**src/rtl/instr_fetch_unit.sv**
```systemverilog
// Instruction fetch stage: single-outstanding sequential fetch into a small PC+word FIFO
// feeding the decoder, with execute redirects that flush the FIFO and squash a stale fetch.
module instr_fetch_unit #(
    parameter int                    ADDR_WIDTH = 32,
    parameter logic [ADDR_WIDTH-1:0] RESET_PC   = '0,
    parameter int                    FIFO_DEPTH = 2
) (
    input  logic                  i_clk,
    input  logic                  i_rst,
    output logic                  o_mem_req,
    output logic [ADDR_WIDTH-1:0] o_mem_addr,
    input  logic                  i_mem_ack,
    input  logic [31:0]           i_mem_rdata,
    input  logic                  i_redirect_valid,
    input  logic [ADDR_WIDTH-1:0] i_redirect_pc,
    output logic                  o_out_valid,
    output logic [31:0]           o_out_instr,
    output logic [ADDR_WIDTH-1:0] o_out_pc,
    input  logic                  i_out_ready,
    output logic [1:0]            o_dbg_state
);

    localparam int                    PTR_W   = $clog2(FIFO_DEPTH);
    localparam int                    CNT_W   = $clog2(FIFO_DEPTH + 1);
    localparam logic [CNT_W-1:0]      DEPTH_C = CNT_W'(FIFO_DEPTH);
    localparam logic [ADDR_WIDTH-1:0] PC_STEP = ADDR_WIDTH'(4);
    localparam logic [ADDR_WIDTH-1:0] ALIGN_M = ~ADDR_WIDTH'(3);

    // Handshakes: o_mem_req/o_mem_addr hold from issue until the i_mem_ack cycle;
    // a FIFO entry transfers to decode on any edge where o_out_valid && i_out_ready.
    typedef enum logic [1:0] {
        S_IDLE    = 2'd0,
        S_BUSY    = 2'd1,
        S_DISCARD = 2'd2
    } state_t;

    state_t                r_state;
    state_t                w_next_state;
    logic [ADDR_WIDTH-1:0] r_fetch_pc;
    logic [ADDR_WIDTH-1:0] r_mem_addr;
    logic [ADDR_WIDTH-1:0] w_fetch_pc_inc;
    logic [ADDR_WIDTH-1:0] w_redirect_target;
    logic [ADDR_WIDTH-1:0] r_fifo_pc    [FIFO_DEPTH];
    logic [31:0]           r_fifo_instr [FIFO_DEPTH];
    logic [PTR_W-1:0]      r_wr_ptr;
    logic [PTR_W-1:0]      r_rd_ptr;
    logic [CNT_W-1:0]      r_count;
    logic [CNT_W-1:0]      w_count_after;
    logic                  w_push;
    logic                  w_pop;
    logic                  w_room_idle;
    logic                  w_room_after;

    assign w_fetch_pc_inc    = r_fetch_pc + PC_STEP;
    assign w_redirect_target = i_redirect_pc & ALIGN_M;

    // A redirect drops any same-cycle push or pop; the FIFO is flushed instead.
    assign o_out_valid   = (r_count != '0);
    assign w_pop         = o_out_valid && i_out_ready && !i_redirect_valid;
    assign w_push        = (r_state == S_BUSY) && i_mem_ack && !i_redirect_valid;
    assign w_count_after = r_count + CNT_W'(w_push) - CNT_W'(w_pop);
    assign w_room_idle   = (r_count < DEPTH_C);
    assign w_room_after  = (w_count_after < DEPTH_C);

    always_ff @(posedge i_clk) begin
        if (i_rst) begin
            r_state <= S_IDLE;
        end else begin
            r_state <= w_next_state;
        end
    end

    always_comb begin
        w_next_state = r_state;
        case (r_state)
            S_IDLE: begin
                if (!i_redirect_valid && w_room_idle) begin
                    w_next_state = S_BUSY;
                end
            end
            S_BUSY: begin
                if (i_redirect_valid) begin
                    w_next_state = i_mem_ack ? S_IDLE : S_DISCARD;
                end else if (i_mem_ack) begin
                    w_next_state = w_room_after ? S_BUSY : S_IDLE;
                end
            end
            S_DISCARD: begin
                if (i_mem_ack) begin
                    w_next_state = S_IDLE;
                end
            end
            default: w_next_state = S_IDLE;
        endcase
    end

    always_comb begin
        o_mem_req   = (r_state != S_IDLE);
        o_dbg_state = r_state;
    end

    // Issue from IDLE uses fetch_pc; a back-to-back issue uses the PC after the pushed word.
    always_ff @(posedge i_clk) begin
        if (i_rst) begin
            r_fetch_pc <= RESET_PC;
            r_mem_addr <= RESET_PC;
        end else begin
            if (i_redirect_valid) begin
                r_fetch_pc <= w_redirect_target;
            end else if (w_push) begin
                r_fetch_pc <= w_fetch_pc_inc;
            end
            if (r_state == S_IDLE && w_next_state == S_BUSY) begin
                r_mem_addr <= r_fetch_pc;
            end else if (w_push && w_next_state == S_BUSY) begin
                r_mem_addr <= w_fetch_pc_inc;
            end
        end
    end

    always_ff @(posedge i_clk) begin
        if (i_rst || i_redirect_valid) begin
            r_wr_ptr <= '0;
            r_rd_ptr <= '0;
            r_count  <= '0;
        end else begin
            if (w_push) begin
                r_wr_ptr <= r_wr_ptr + PTR_W'(1);
            end
            if (w_pop) begin
                r_rd_ptr <= r_rd_ptr + PTR_W'(1);
            end
            r_count <= w_count_after;
        end
    end

    always_ff @(posedge i_clk) begin
        if (w_push) begin
            r_fifo_pc[r_wr_ptr]    <= r_fetch_pc;
            r_fifo_instr[r_wr_ptr] <= i_mem_rdata;
        end
    end

    // Outputs read zero while empty so a flushed head never leaks toward decode.
    assign o_out_instr = o_out_valid ? r_fifo_instr[r_rd_ptr] : '0;
    assign o_out_pc    = o_out_valid ? r_fifo_pc[r_rd_ptr] : '0;
    assign o_mem_addr  = r_mem_addr;

endmodule

```
**config.mk**
```make
export PLATFORM = sky130hd
export DESIGN_NAME = instr_fetch_unit
export DESIGN_NICKNAME = d
export VERILOG_FILES = /design/src/rtl/instr_fetch_unit.sv
export SDC_FILE = /design/constraint.sdc
export NUM_CORES = 1
export LEC_CHECK = 0
export ABC_AREA = 1
export CORE_MARGIN = 8
export CORE_UTILIZATION = 30
export CTS_CLUSTER_SIZE = 24
export DETAILED_ROUTE_END_ITERATION = 8
export GPL_ROUTABILITY_DRIVEN = 0
export MAX_ROUTING_LAYER = met4
export PLACE_DENSITY = 0.56
export SYNTH_ARGS = -nofsm -noshare
export SYNTH_HDL_FRONTEND = slang
export SYNTH_SLANG_ARGS = --single-unit
```
**constraint.sdc**
```tcl
create_clock -name i_clk -period 4.46 [get_ports i_clk]
set_input_delay 0.669 -clock i_clk [delete_from_list [all_inputs] [get_ports i_clk]]
set_output_delay 0.669 -clock i_clk [all_outputs]
set_load 0.02 [all_outputs]
```
==> impl_metrics.json <==
{
  "slew_violations": 0,
  "report.final.hold_viol_count": 0,
  "worst-slew-pin-transition_ns": 0.947,
  "rsz_0062_raised_after_global_routing": "false",
  "post-dp-hpwl_um": 17200,
  "placeableCoreArea_mm2": 0.0284,
  "global_route.overflow_total": 0,
  "remaining_drc_errors": 0,
  "power.density_mw_per_mm2": 339,
  "critPathMaxFanout": 48,
  "detailedRoute.firstPassIterationCount": 5,
  "path_buf_inv": 3,
  "port_buffers": 162,
  "max_cap_violations": 0,
  "drt_first_iter_violations": 432,
  "critPathCaptureType": "output pin",
  "fmaxAchievable_ghz": 0.296,
  "synthToLayoutAreaGrowth_pct": 29.7,
  "cp.required_ns": 3.79,
  "layout.nets": 1196,
  "criticalPathCategory": "register to output pin",
  "yosys_warnings": 0,
  "status": "finished clean",
  "slew-limit-headroom_pct": 36.8,
  "ctsLongestPathBuffers": 2,
  "vias_per_cell": 4.55,
  "die_area_mm2": 0.0342,
  "fin_tns_setup_ns": 0,
  "final_cell_count_no_fill": 1520,
  "slowest_stage": "sky130_fd_sc_hd__inv_2",
  "tritoncts": "done",
  "final_critical_path_setup_slack_ns": 1.08,
  "layout_worst_path_cycle_share_pct": 75.7,
  "post_route_cells_drive_above_1_share_pct": 7.75,
  "critPathTopFamily": "buffers and inverters",
  "sinks_on_the_clock_net": 191,
  "level_count_of_the_clock_h_tree": 4,
  "synth.avg_cell_area_um2": 8.72,
  "startpoint_type": "register",
  "synth_area_mm2": 0.00856,
  "cpPeakStageDelay_ns": 0.68,
  "netlist.top_cell.by_area": "sky130_fd_sc_hd__edfxtp_1",
  "detail_route.wirelength_um": 24600,
  "initial_antenna_violation_count": 0,
  "ys_seq_area_share_pct": 59.2,
  "share_of_yosys_cell_area_claimed_by_the_top_area_cell_type_pct": 43.5,
  "totalPowerFinal_w": 0.00376,
  "antenna_cells_inserted": 0,
  "grt_start_max_net_pins": 63,
  "cts.repair.resized": 0,
  "worst_clock_skew_ns": 0.00980,
  "clk_pin_slew_ns": 0.07,
  "setup_violators_final": 0,
  "first_global_vias": 6513,
  "floorplan.initialDensity_pct": 30.1,
  "die_w_um": 185,
  "timing.final.crit_period_ns": 3.38,
  "synthCells": 981,
  "static-leakage-power_nw": 3.93,
  "grt_total_usage_pct": 14.6,
  "worstSkewPairLatency_ns": 0.43,
  "post_cts_buffers": 0,
  "holdCritPathClass": "register to register",
  "finish.utilization_pct": 39.1,
  "timing.critical_path.cells": "inv_2, buf_4, nand2_1, a21oi_1, clkdlybuf4s50_1",
  "yosys.cell_types.count": 32,
  "route.detailed.wl_per_inst_um": 16.2,
  "ir_drop_v": 0.000202,
  "crit_arrival_ns": 2.71,
  "netlist_top_cells_area": "sky130_fd_sc_hd__edfxtp_1 (44%), sky130_fd_sc_hd__nand2_1 (18%), sky130_fd_sc_hd__dfxtp_1 (16%)",
  "clockRootBuffer": "sky130_fd_sc_hd__clkbuf_16",
  "dp_slack_ns": 0.806,
  "cts.hold.buffers_added": 0,
  "top_level_port_count": 169,
  "die_height_um": 185,
  "route.antenna.remaining_nets": 0,
  "via_count": 6922,
  "wire_length_of_the_first_global_routing_pass_um": 37300,
  "clock_buffers_created_by_tritoncts": 17,
  "rows": 62,
  "synth_seq_cells": 191,
  "numPlacedInstances": 1489
}
==> layout make-up <==
type,count,area [um^2]
Clock buffer,17,425
Clock inverter,14,143
Fill cell,2891,17300
Inverter,55,206
Multi-Input combinational cell,686,3070
Sequential cell,191,5070
Tap cell,384,480
Timing Repair Buffer,173,1710
==> tightest hold or removal path: cells and delay by family, from the launching register on <==
family | cells | cell delay [ns]
AO/OA/AOI/OAI | 1 | 0.06
buffers and inverters | 1 | 0.07
flip-flops | 1 | 0.30
==> layout by cell type, fill, tap and decap left out, drive strengths merged <==
master,n
nand3,47
a21oi,87
clkinvlp,2
conb,4
xnor2,4
nand4,5
nor2,63
xor2,4
o21ai,16
nand2,418
edfxtp,124
o21bai,3
nor4,1
clkinv,3
dfxtp,67
buf,12
ha,3
clkdlybuf4s50,161
or2,2
o21a,1
clkbuf,17
a31oi,28
inv,64
==> flip-flops by register name, summed over array words and instances (netlist names), named ones only <==
signal,flops
r_fetch_pc,30
r_fifo_pc,60
r_fifo_instr,64
r_count,2
o_dbg_state,2
o_mem_addr,30
r_wr_ptr,1
r_rd_ptr,1
==> metal layers <==
layer  share of wire, %  up-vias  GRT usage, %
met3                6.0       14          3.04
met4               0.98        0          3.07
met5                  0        -             -
li1                   -     3504             -
met2                 46      222          23.1
met1                 47     3182          19.0
==> cell families after synthesis <==
family                     after synthesis  share of synthesized area, %
buffers and inverters                  107                          5.37
adders and majority gates                3                         0.439
other                                    1                        0.0438
AOI/OAI and AO/OA                      135                          8.91
DFF                                    191                          59.2
and+or+nand+nor                        536                          25.2
xor gates and xnor gates                 8                         0.819
==> worst paths after layout <==
| check | cells past startpoint | endpoint | startpoint | slack [ns] |
|---|---|---|---|---|
| worst max-delay path | 5 | o_out_instr[16] | register | 1.08 |
| worst min-delay path | 2 | register | r_rd_ptr | 0.47 |
| worst max register to register | 19 | o_mem_addr[2] | o_dbg_state[0] | 1.49 |
| worst min register to register | 2 | register | r_rd_ptr | 0.47 |
==> per-stage QoR <==
stage	instance area (um^2)	hold slack [ns]
floorplan	8570	0.420
global placement	10500	0.451
detailed placement	10500	0.455
CTS	11100	0.469
global route	11100	0.485
finish	11100	0.467
==> power breakdown <==
part | switching, W | leakage [nW] | internal [W] | total (W)
sequential | 0.0000495 | 1.68 | 0.00192 | 0.00197
combinational | 0.000179 | 1.98 | 0.000132 | 0.000312
clock | 0.000734 | 0.275 | 0.000746 | 0.00148
total | 0.000962 | 3.93 | 0.00280 | 0.00376
==> cell usage after synthesis (all sizes together) <==
cell / n
nand2: 418
edfxtp: 124
a21oi: 87
dfxtp: 67
nor2: 63
inv: 55
nand3: 47
clkbuf: 30
a31oi: 28
buf: 22
o21ai: 16
nand4: 5
xnor2: 4
xor2: 4
ha: 3
o21bai: 3
or2: 2
conb: 1
nor4: 1
o21a: 1
Note: power is estimated with default switching activity, not from simulation.
